==> src/rtl/regfile_wb_arbiter_if.sv <==
`default_nettype none
// ============================================================================
// Module      : regfile_wb_arbiter_if
// Description : ALU/load result sources and register-file write port bundle.
// Revision    : 1.0 - initial release
// ============================================================================
interface regfile_wb_arbiter_if #(
    parameter int LQ_DEPTH = 4
);
    logic                        alu_valid;
    logic [4:0]                  alu_rd;
    logic [31:0]                 alu_wd;
    logic                        alu_stall;
    logic                        ld_valid;
    logic [4:0]                  ld_rd;
    logic [31:0]                 ld_wd;
    logic                        ld_ready;
    logic                        we;
    logic [4:0]                  rd;
    logic [31:0]                 wd;
    logic [31:0]                 pending;
    logic [$clog2(LQ_DEPTH):0]   lq_count;

    modport master (
        output alu_valid, alu_rd, alu_wd, ld_valid, ld_rd, ld_wd,
        input  alu_stall, ld_ready, we, rd, wd, pending, lq_count
    );

    modport slave (
        input  alu_valid, alu_rd, alu_wd, ld_valid, ld_rd, ld_wd,
        output alu_stall, ld_ready, we, rd, wd, pending, lq_count
    );
endinterface
`default_nettype wire

==> src/rtl/regfile_wb_arbiter.sv <==
`default_nettype none
// ============================================================================
// Module      : regfile_wb_arbiter
// Description : Merges ALU and queued load results onto the register-file
//               write port with a starvation guard and pending-load mask.
// Revision    : 1.0 - initial release
// ============================================================================
module regfile_wb_arbiter #(
    parameter int LQ_DEPTH     = 4,
    parameter int STARVE_LIMIT = 3
) (
    input  logic                  clk,
    input  logic                  rst,
    regfile_wb_arbiter_if.slave   bus
);
    localparam int C_PTR_W = $clog2(LQ_DEPTH);
    localparam int C_CNT_W = C_PTR_W + 1;
    localparam int C_STV_W = $clog2(STARVE_LIMIT + 1);
    localparam logic [C_CNT_W-1:0] C_FULL    = C_CNT_W'(LQ_DEPTH);
    localparam logic [C_STV_W-1:0] C_STV_MAX = C_STV_W'(STARVE_LIMIT);

    logic [4:0]          lq_rd_q [LQ_DEPTH];
    logic [31:0]         lq_wd_q [LQ_DEPTH];
    logic [C_PTR_W-1:0]  head_q, head_d, tail_q, tail_d;
    logic [C_CNT_W-1:0]  count_q, count_d;
    logic [C_STV_W-1:0]  starve_q, starve_d;
    logic                we_q, we_d, from_lq_q, from_lq_d;
    logic [4:0]          rd_q, rd_d;
    logic [31:0]         wd_q, wd_d;

    logic                w_ld_ready, w_enq, w_force, w_grant_lq, w_grant_alu;
    logic [C_PTR_W-1:0]  w_idx;
    logic [31:0]         w_pending;

    assign w_ld_ready  = !rst && (count_q != C_FULL);
    // Loads to x0 complete the handshake but never occupy a slot.
    assign w_enq       = bus.ld_valid && w_ld_ready && (bus.ld_rd != 5'd0);
    assign w_force     = (starve_q >= C_STV_MAX) && (count_q != '0);
    assign w_grant_lq  = w_force || (!bus.alu_valid && (count_q != '0));
    assign w_grant_alu = bus.alu_valid && !w_force;

    always_comb begin
        head_d    = head_q;
        tail_d    = tail_q;
        count_d   = count_q;
        starve_d  = starve_q;
        we_d      = 1'b0;
        rd_d      = rd_q;
        wd_d      = wd_q;
        from_lq_d = from_lq_q;

        if (w_grant_lq) begin
            we_d      = (lq_rd_q[head_q] != 5'd0);
            rd_d      = lq_rd_q[head_q];
            wd_d      = lq_wd_q[head_q];
            from_lq_d = 1'b1;
            head_d    = head_q + C_PTR_W'(1);
        end else if (w_grant_alu) begin
            we_d      = (bus.alu_rd != 5'd0);
            rd_d      = bus.alu_rd;
            wd_d      = bus.alu_wd;
            from_lq_d = 1'b0;
        end

        if (w_grant_lq || (count_q == '0)) begin
            starve_d = '0;
        end else if (w_grant_alu && (starve_q != C_STV_MAX)) begin
            starve_d = starve_q + C_STV_W'(1);
        end

        if (w_enq) begin
            tail_d = tail_q + C_PTR_W'(1);
        end

        case ({w_enq, w_grant_lq})
            2'b10:   count_d = count_q + C_CNT_W'(1);
            2'b01:   count_d = count_q - C_CNT_W'(1);
            default: count_d = count_q;
        endcase
    end

    always_ff @(posedge clk) begin
        if (rst) begin
            head_q    <= '0;
            tail_q    <= '0;
            count_q   <= '0;
            starve_q  <= '0;
            we_q      <= 1'b0;
            rd_q      <= 5'd0;
            wd_q      <= 32'd0;
            from_lq_q <= 1'b0;
        end else begin
            head_q    <= head_d;
            tail_q    <= tail_d;
            count_q   <= count_d;
            starve_q  <= starve_d;
            we_q      <= we_d;
            rd_q      <= rd_d;
            wd_q      <= wd_d;
            from_lq_q <= from_lq_d;
        end
    end

    always_ff @(posedge clk) begin
        if (w_enq) begin
            lq_rd_q[tail_q] <= bus.ld_rd;
            lq_wd_q[tail_q] <= bus.ld_wd;
        end
    end

    // Only slots between head and head+count hold live loads.
    always_comb begin
        w_pending = 32'd0;
        w_idx     = '0;
        for (int i = 0; i < LQ_DEPTH; i++) begin
            w_idx = head_q + C_PTR_W'(i);
            if (C_CNT_W'(i) < count_q) begin
                w_pending[lq_rd_q[w_idx]] = 1'b1;
            end
        end
        if (we_q && from_lq_q) begin
            w_pending[rd_q] = 1'b1;
        end
        w_pending[0] = 1'b0;
    end

    assign bus.alu_stall = w_force && bus.alu_valid;
    assign bus.ld_ready  = w_ld_ready;
    assign bus.we        = we_q;
    assign bus.rd        = rd_q;
    assign bus.wd        = wd_q;
    assign bus.pending   = w_pending;
    assign bus.lq_count  = count_q;
endmodule
`default_nettype wire

==> src/flat_wrapper.sv <==
// flat-port wrapper written by rule: the top's interface ports become plain ports
module regfile_wb_arbiter_flat 
#(
    parameter int LQ_DEPTH     = 4,
    parameter int STARVE_LIMIT = 3
)
  (clk, rst, bus_alu_valid, bus_alu_rd, bus_alu_wd, bus_ld_valid, bus_ld_rd, bus_ld_wd, bus_alu_stall, bus_ld_ready, bus_we, bus_rd, bus_wd, bus_pending, bus_lq_count);
  regfile_wb_arbiter_if #(.LQ_DEPTH(LQ_DEPTH)) bus_i ();
  input  logic clk;
  input  logic rst;
  input wire logic [$bits(bus_i.alu_valid)-1:0] bus_alu_valid;
  input wire logic [$bits(bus_i.alu_rd)-1:0] bus_alu_rd;
  input wire logic [$bits(bus_i.alu_wd)-1:0] bus_alu_wd;
  input wire logic [$bits(bus_i.ld_valid)-1:0] bus_ld_valid;
  input wire logic [$bits(bus_i.ld_rd)-1:0] bus_ld_rd;
  input wire logic [$bits(bus_i.ld_wd)-1:0] bus_ld_wd;
  output wire logic [$bits(bus_i.alu_stall)-1:0] bus_alu_stall;
  output wire logic [$bits(bus_i.ld_ready)-1:0] bus_ld_ready;
  output wire logic [$bits(bus_i.we)-1:0] bus_we;
  output wire logic [$bits(bus_i.rd)-1:0] bus_rd;
  output wire logic [$bits(bus_i.wd)-1:0] bus_wd;
  output wire logic [$bits(bus_i.pending)-1:0] bus_pending;
  output wire logic [$bits(bus_i.lq_count)-1:0] bus_lq_count;
  assign bus_i.alu_valid = bus_alu_valid;
  assign bus_i.alu_rd = bus_alu_rd;
  assign bus_i.alu_wd = bus_alu_wd;
  assign bus_i.ld_valid = bus_ld_valid;
  assign bus_i.ld_rd = bus_ld_rd;
  assign bus_i.ld_wd = bus_ld_wd;
  assign bus_alu_stall = bus_i.alu_stall;
  assign bus_ld_ready = bus_i.ld_ready;
  assign bus_we = bus_i.we;
  assign bus_rd = bus_i.rd;
  assign bus_wd = bus_i.wd;
  assign bus_pending = bus_i.pending;
  assign bus_lq_count = bus_i.lq_count;
  regfile_wb_arbiter #(.LQ_DEPTH(LQ_DEPTH), .STARVE_LIMIT(STARVE_LIMIT)) u_core (.clk(clk), .rst(rst), .bus(bus_i));
endmodule
==> config.mk <==
export PLATFORM = sky130hd
export DESIGN_NAME = regfile_wb_arbiter_flat
export DESIGN_NICKNAME = d
export VERILOG_FILES = /design/src/rtl/regfile_wb_arbiter_if.sv /design/src/rtl/regfile_wb_arbiter.sv /design/src/flat_wrapper.sv
export SDC_FILE = /design/constraint.sdc
export NUM_CORES = 1
export LEC_CHECK = 0
export CAP_MARGIN = 0
export CORE_AREA = 2 2 142 144
export CTS_CLUSTER_SIZE = 28
export DETAILED_ROUTE_END_ITERATION = 10
export DIE_AREA = 0 0 144 146
export GPL_TIMING_DRIVEN = 0
export PLACE_DENSITY_LB_ADDON = 0.25
export SETUP_SLACK_MARGIN = 0.2
export SLEW_MARGIN = 20
export SYNTH_ARGS = -nofsm -noshare
export SYNTH_HDL_FRONTEND = slang
export SYNTH_SLANG_ARGS = --single-unit
==> constraint.sdc <==
create_clock -name clk -period 2.35 [get_ports clk]
set_clock_uncertainty 0.05 [all_clocks]
set_input_delay 0.47 -clock clk [delete_from_list [all_inputs] [get_ports clk]]
set_output_delay 0.47 -clock clk [all_outputs]
set_load 0.02 [all_outputs]
==> results.toml <==
[finish]
antenna_cells = 0
fin_nets = 976
fillers = 1326
syn_to_final_growth_pct = 44.5
drive_gt1_frac = 0.423

[setup_path]
r2r_end = "u_core.bus.we"
reg2reg_slack_ns = 0.21
path_cells = "buf_8, mux4_2, buf_4, and4b_2, a22oi_1, nand3_2, buf_6"
crit_required_ns = 1.83
cp-end-kind = "primary output"
start_kind = "register"
arrival_ns = 2.56
crit_start = "u_core.head_q[1]"
path_max_fanout = 7
worstRegToRegCells = 6
slowest_delay_ns = 0.60
slowest_stage = "mux4_2"
crit_type = "reg2out"

[synthesis]
syn-mean-instance-area_um2 = 14.4
ys_seq_area_frac = 0.593
yosys.area.top_type_share = 0.484
synth_area_um2 = 9190
synth_top_area_cell = "edfxtp_1"
ys_warn_count = 0
synth_cell_types = 53
syn-num-nets = 725
synth-main-ff-cell = "edfxtp_1"
ys_async_sr_fraction = 0
synth_most_common_cell = "edfxtp_1"
synth-seq-cells = 198
synth_commonest_cells = "148 x edfxtp_1, 58 x nor2_1, 56 x nand3_1"
synth_edf_count = 148
ys_top_cells_by_area = "edfxtp_1 48%, mux4_2 12%, dfxtp_1 11%"
synth_cells = 637

[run_status]
status = "finished, violations left"
violations = "setup timing"

[clock_tree]
cts_buffer_depth = 2
cts_tree = "yes"
numCtsBuffers = 17
cts_sinks = 198
clk_pin_slew_ns = 0.08
htreeDepth = 4
cts-root-buf = "clkbuf_16"
clk-insertion-delay-late_ns = 0.43
holdBufCountCts = 0

[global_routing]
grt_pass1_vias = 7177
track_usage = 0.258
grt_pass1_wl_um = 40700
antenna_found_initial = 0
grt.overflow.total = 0
grt_max_degree = 38

[detailed_routing]
drt_wl_total_um = 27900
dr_total_vias = 7198
ant_nets = 0
wl_per_cell_um = 23.9
via_per_inst = 6.17
first_pass_iters = 9
drtIter0Drc = 737
drc = 0

[timing]
min_period_over_period = 1.31
setup_violations = 31
min_period_ns = 3.08
fmax_ghz = 0.324
slew_viol_final = 0
worstMarginPinSlew_ns = 0.890
rsz0062_at_grt = "true"
finalHoldViolations = 0
layout_setup_ws_ns = -0.734
worst_hold_slack_ns = 0.293
maxSlewHeadroom = 0.405

[power]
power.switching_w = 0.00468
pwr-share-seq = 0.321
irDropWorstVdd_uv = 640
p_int_w = 0.00845
leakagePower_nw = 4.81
p_sw_frac = 0.356
p_clk_frac = 0.226
finalPower_w = 0.0131
pwr-share-comb = 0.452
power_density_nw_per_um2 = 989

[hold_path]
holdPathEnd = "u_core.lq_rd_q[2][4]"
hold_path.class = "in2reg"
whs_path_depth = 1
min-delay-start = "bus_ld_rd[4]"

[place]
pre_cts_ws_ns = -1.02
place_congestion = 0.951
hpwl_um = 18200
port_buffers = 150

[die]
die_height_um = 146
die-area_um2 = 21000
core_area_um2 = 19300
die_width_um = 144
io_pins = 153
floorplan.initialDensity = 0.475
rows = 51

[run]
drv_cap = 0
==> layer usage <==
layer  GRT usage  vias up  routed length (µm)
li1            -     3120                   -
met1       0.362     3618               11600
met2       0.398      388               13200
met3      0.0451       72                1980
met4       0.110        0                1070
met5           0        -                   0
==> kinds of logic (layout without fill, tap and decap cells) <==
group | Yosys count | in the layout | synth area share
DFF | 198 | 198 | 0.593
AOI/OAI and AO/OA | 109 | 109 | 0.0986
buffers and inverters | 60 | 320 | 0.0300
muxes | 56 | 56 | 0.134
other | 1 | 1 | 0.000408
adders and majority gates | 10 | 10 | 0.0136
and+or+nand+nor | 198 | 202 | 0.126
xor gates and xnor gates | 5 | 5 | 0.00477
==> worst max-delay path: cells and delay by family, from the launching register on <==
family / cells / cell delay [ns]
compound gates: 1 / 0.33
buf+inv: 3 / 0.46
flops: 1 / 0.33
mux: 1 / 0.60
simple gates: 2 / 0.41
==> through the flow <==
| step | utilization | std cells | setup TNS, ns | instance area (µm²) |
|---|---|---|---|---|
| final | 0.687 | 1166 | -20.09 | 13300 |
| after global routing | 0.687 | 1166 | -22.21 | 13300 |
| after CTS | 0.667 | 1147 | -19.25 | 12900 |
| after detailed placement | 0.582 | 1052 | -81.29 | 11200 |
| after global placement | 0.582 | 1052 | -76.06 | 11200 |
| after floorplan | - | 637 | 0 | 9420 |
==> sequential cells by signal, summed over array words and instances (netlist names), named ones only <==
register / count
u_core.bus.lq_count: 3
u_core.bus.rd: 5
u_core.bus.wd: 32
u_core.bus.we: 1
u_core.from_lq_q: 1
u_core.head_q: 2
u_core.lq_rd_q: 20
u_core.lq_wd_q: 128
u_core.starve_q: 2
u_core.tail_q: 2
==> power by group through the flow <==
| stage | Combinational (W) | Clock [W] | Sequential, W |
|---|---|---|---|
| 3_5_place_dp | 0.00430 | 0 | 0.00432 |
| 3_3_place_gp | 0.00423 | 0 | 0.00431 |
| 2_1_floorplan | 0.00265 | 0 | 0.00445 |
| 5_1_grt | 0.00627 | 0.00313 | 0.00425 |
| 4_1_cts | 0.00543 | 0.00300 | 0.00422 |
| 6_report | 0.00594 | 0.00297 | 0.00422 |
==> cell type report <==
type	count	area (µm²)	share of cell area
flip-flops and latches	198	5460	0.411
multi-input cells	383	4150	0.312
repair buffers	229	2240	0.169
plain buffers	52	448	0.0337
clock buffers	18	429	0.0323
well taps	265	332	0.0250
clock inverters	14	190	0.0143
inverters	7	32.5	0.00245
==> worst max-delay path by stage <==
stage | endpoint | depth (start not counted)
after global routing | bus_pending[7] | 8
after detailed placement | bus_pending[8] | 6
final | bus_pending[14] | 7
after CTS | bus_pending[7] | 8
after global placement | bus_pending[8] | 6
after floorplan | bus_pending[8] | 6
==> layout by cell type, fill, tap and decap left out, drive strengths merged, types with 3 or more instances in the layout <==
cell,n
edfxtp,148
buf,130
clkdlybuf4s50,112
nor2,58
nand3,56
mux4,52
clkbuf,51
dfxtp,50
a22oi,48
a222oi,34
nand2,17
and2,14
nor4b,10
nor2b,10
ha,10
a32oi,10
clkinv,9
inv,9
and4b,7
a21oi,5
nor3,5
nand4,4
a211oi,4
mux2i,4
and4bb,3
nor3b,3
xor2,3
dlygate4sd2,3
or4,3
o21ai,3
==> what timing repair did <==
item                       CTS  global route
resized for setup          321            83
gates cloned                 1             4
buffers inserted            62            16
setup endpoints to repair  217           135
pin swaps                   54            51
No activity file was read; power rests on OpenSTA's default activity.
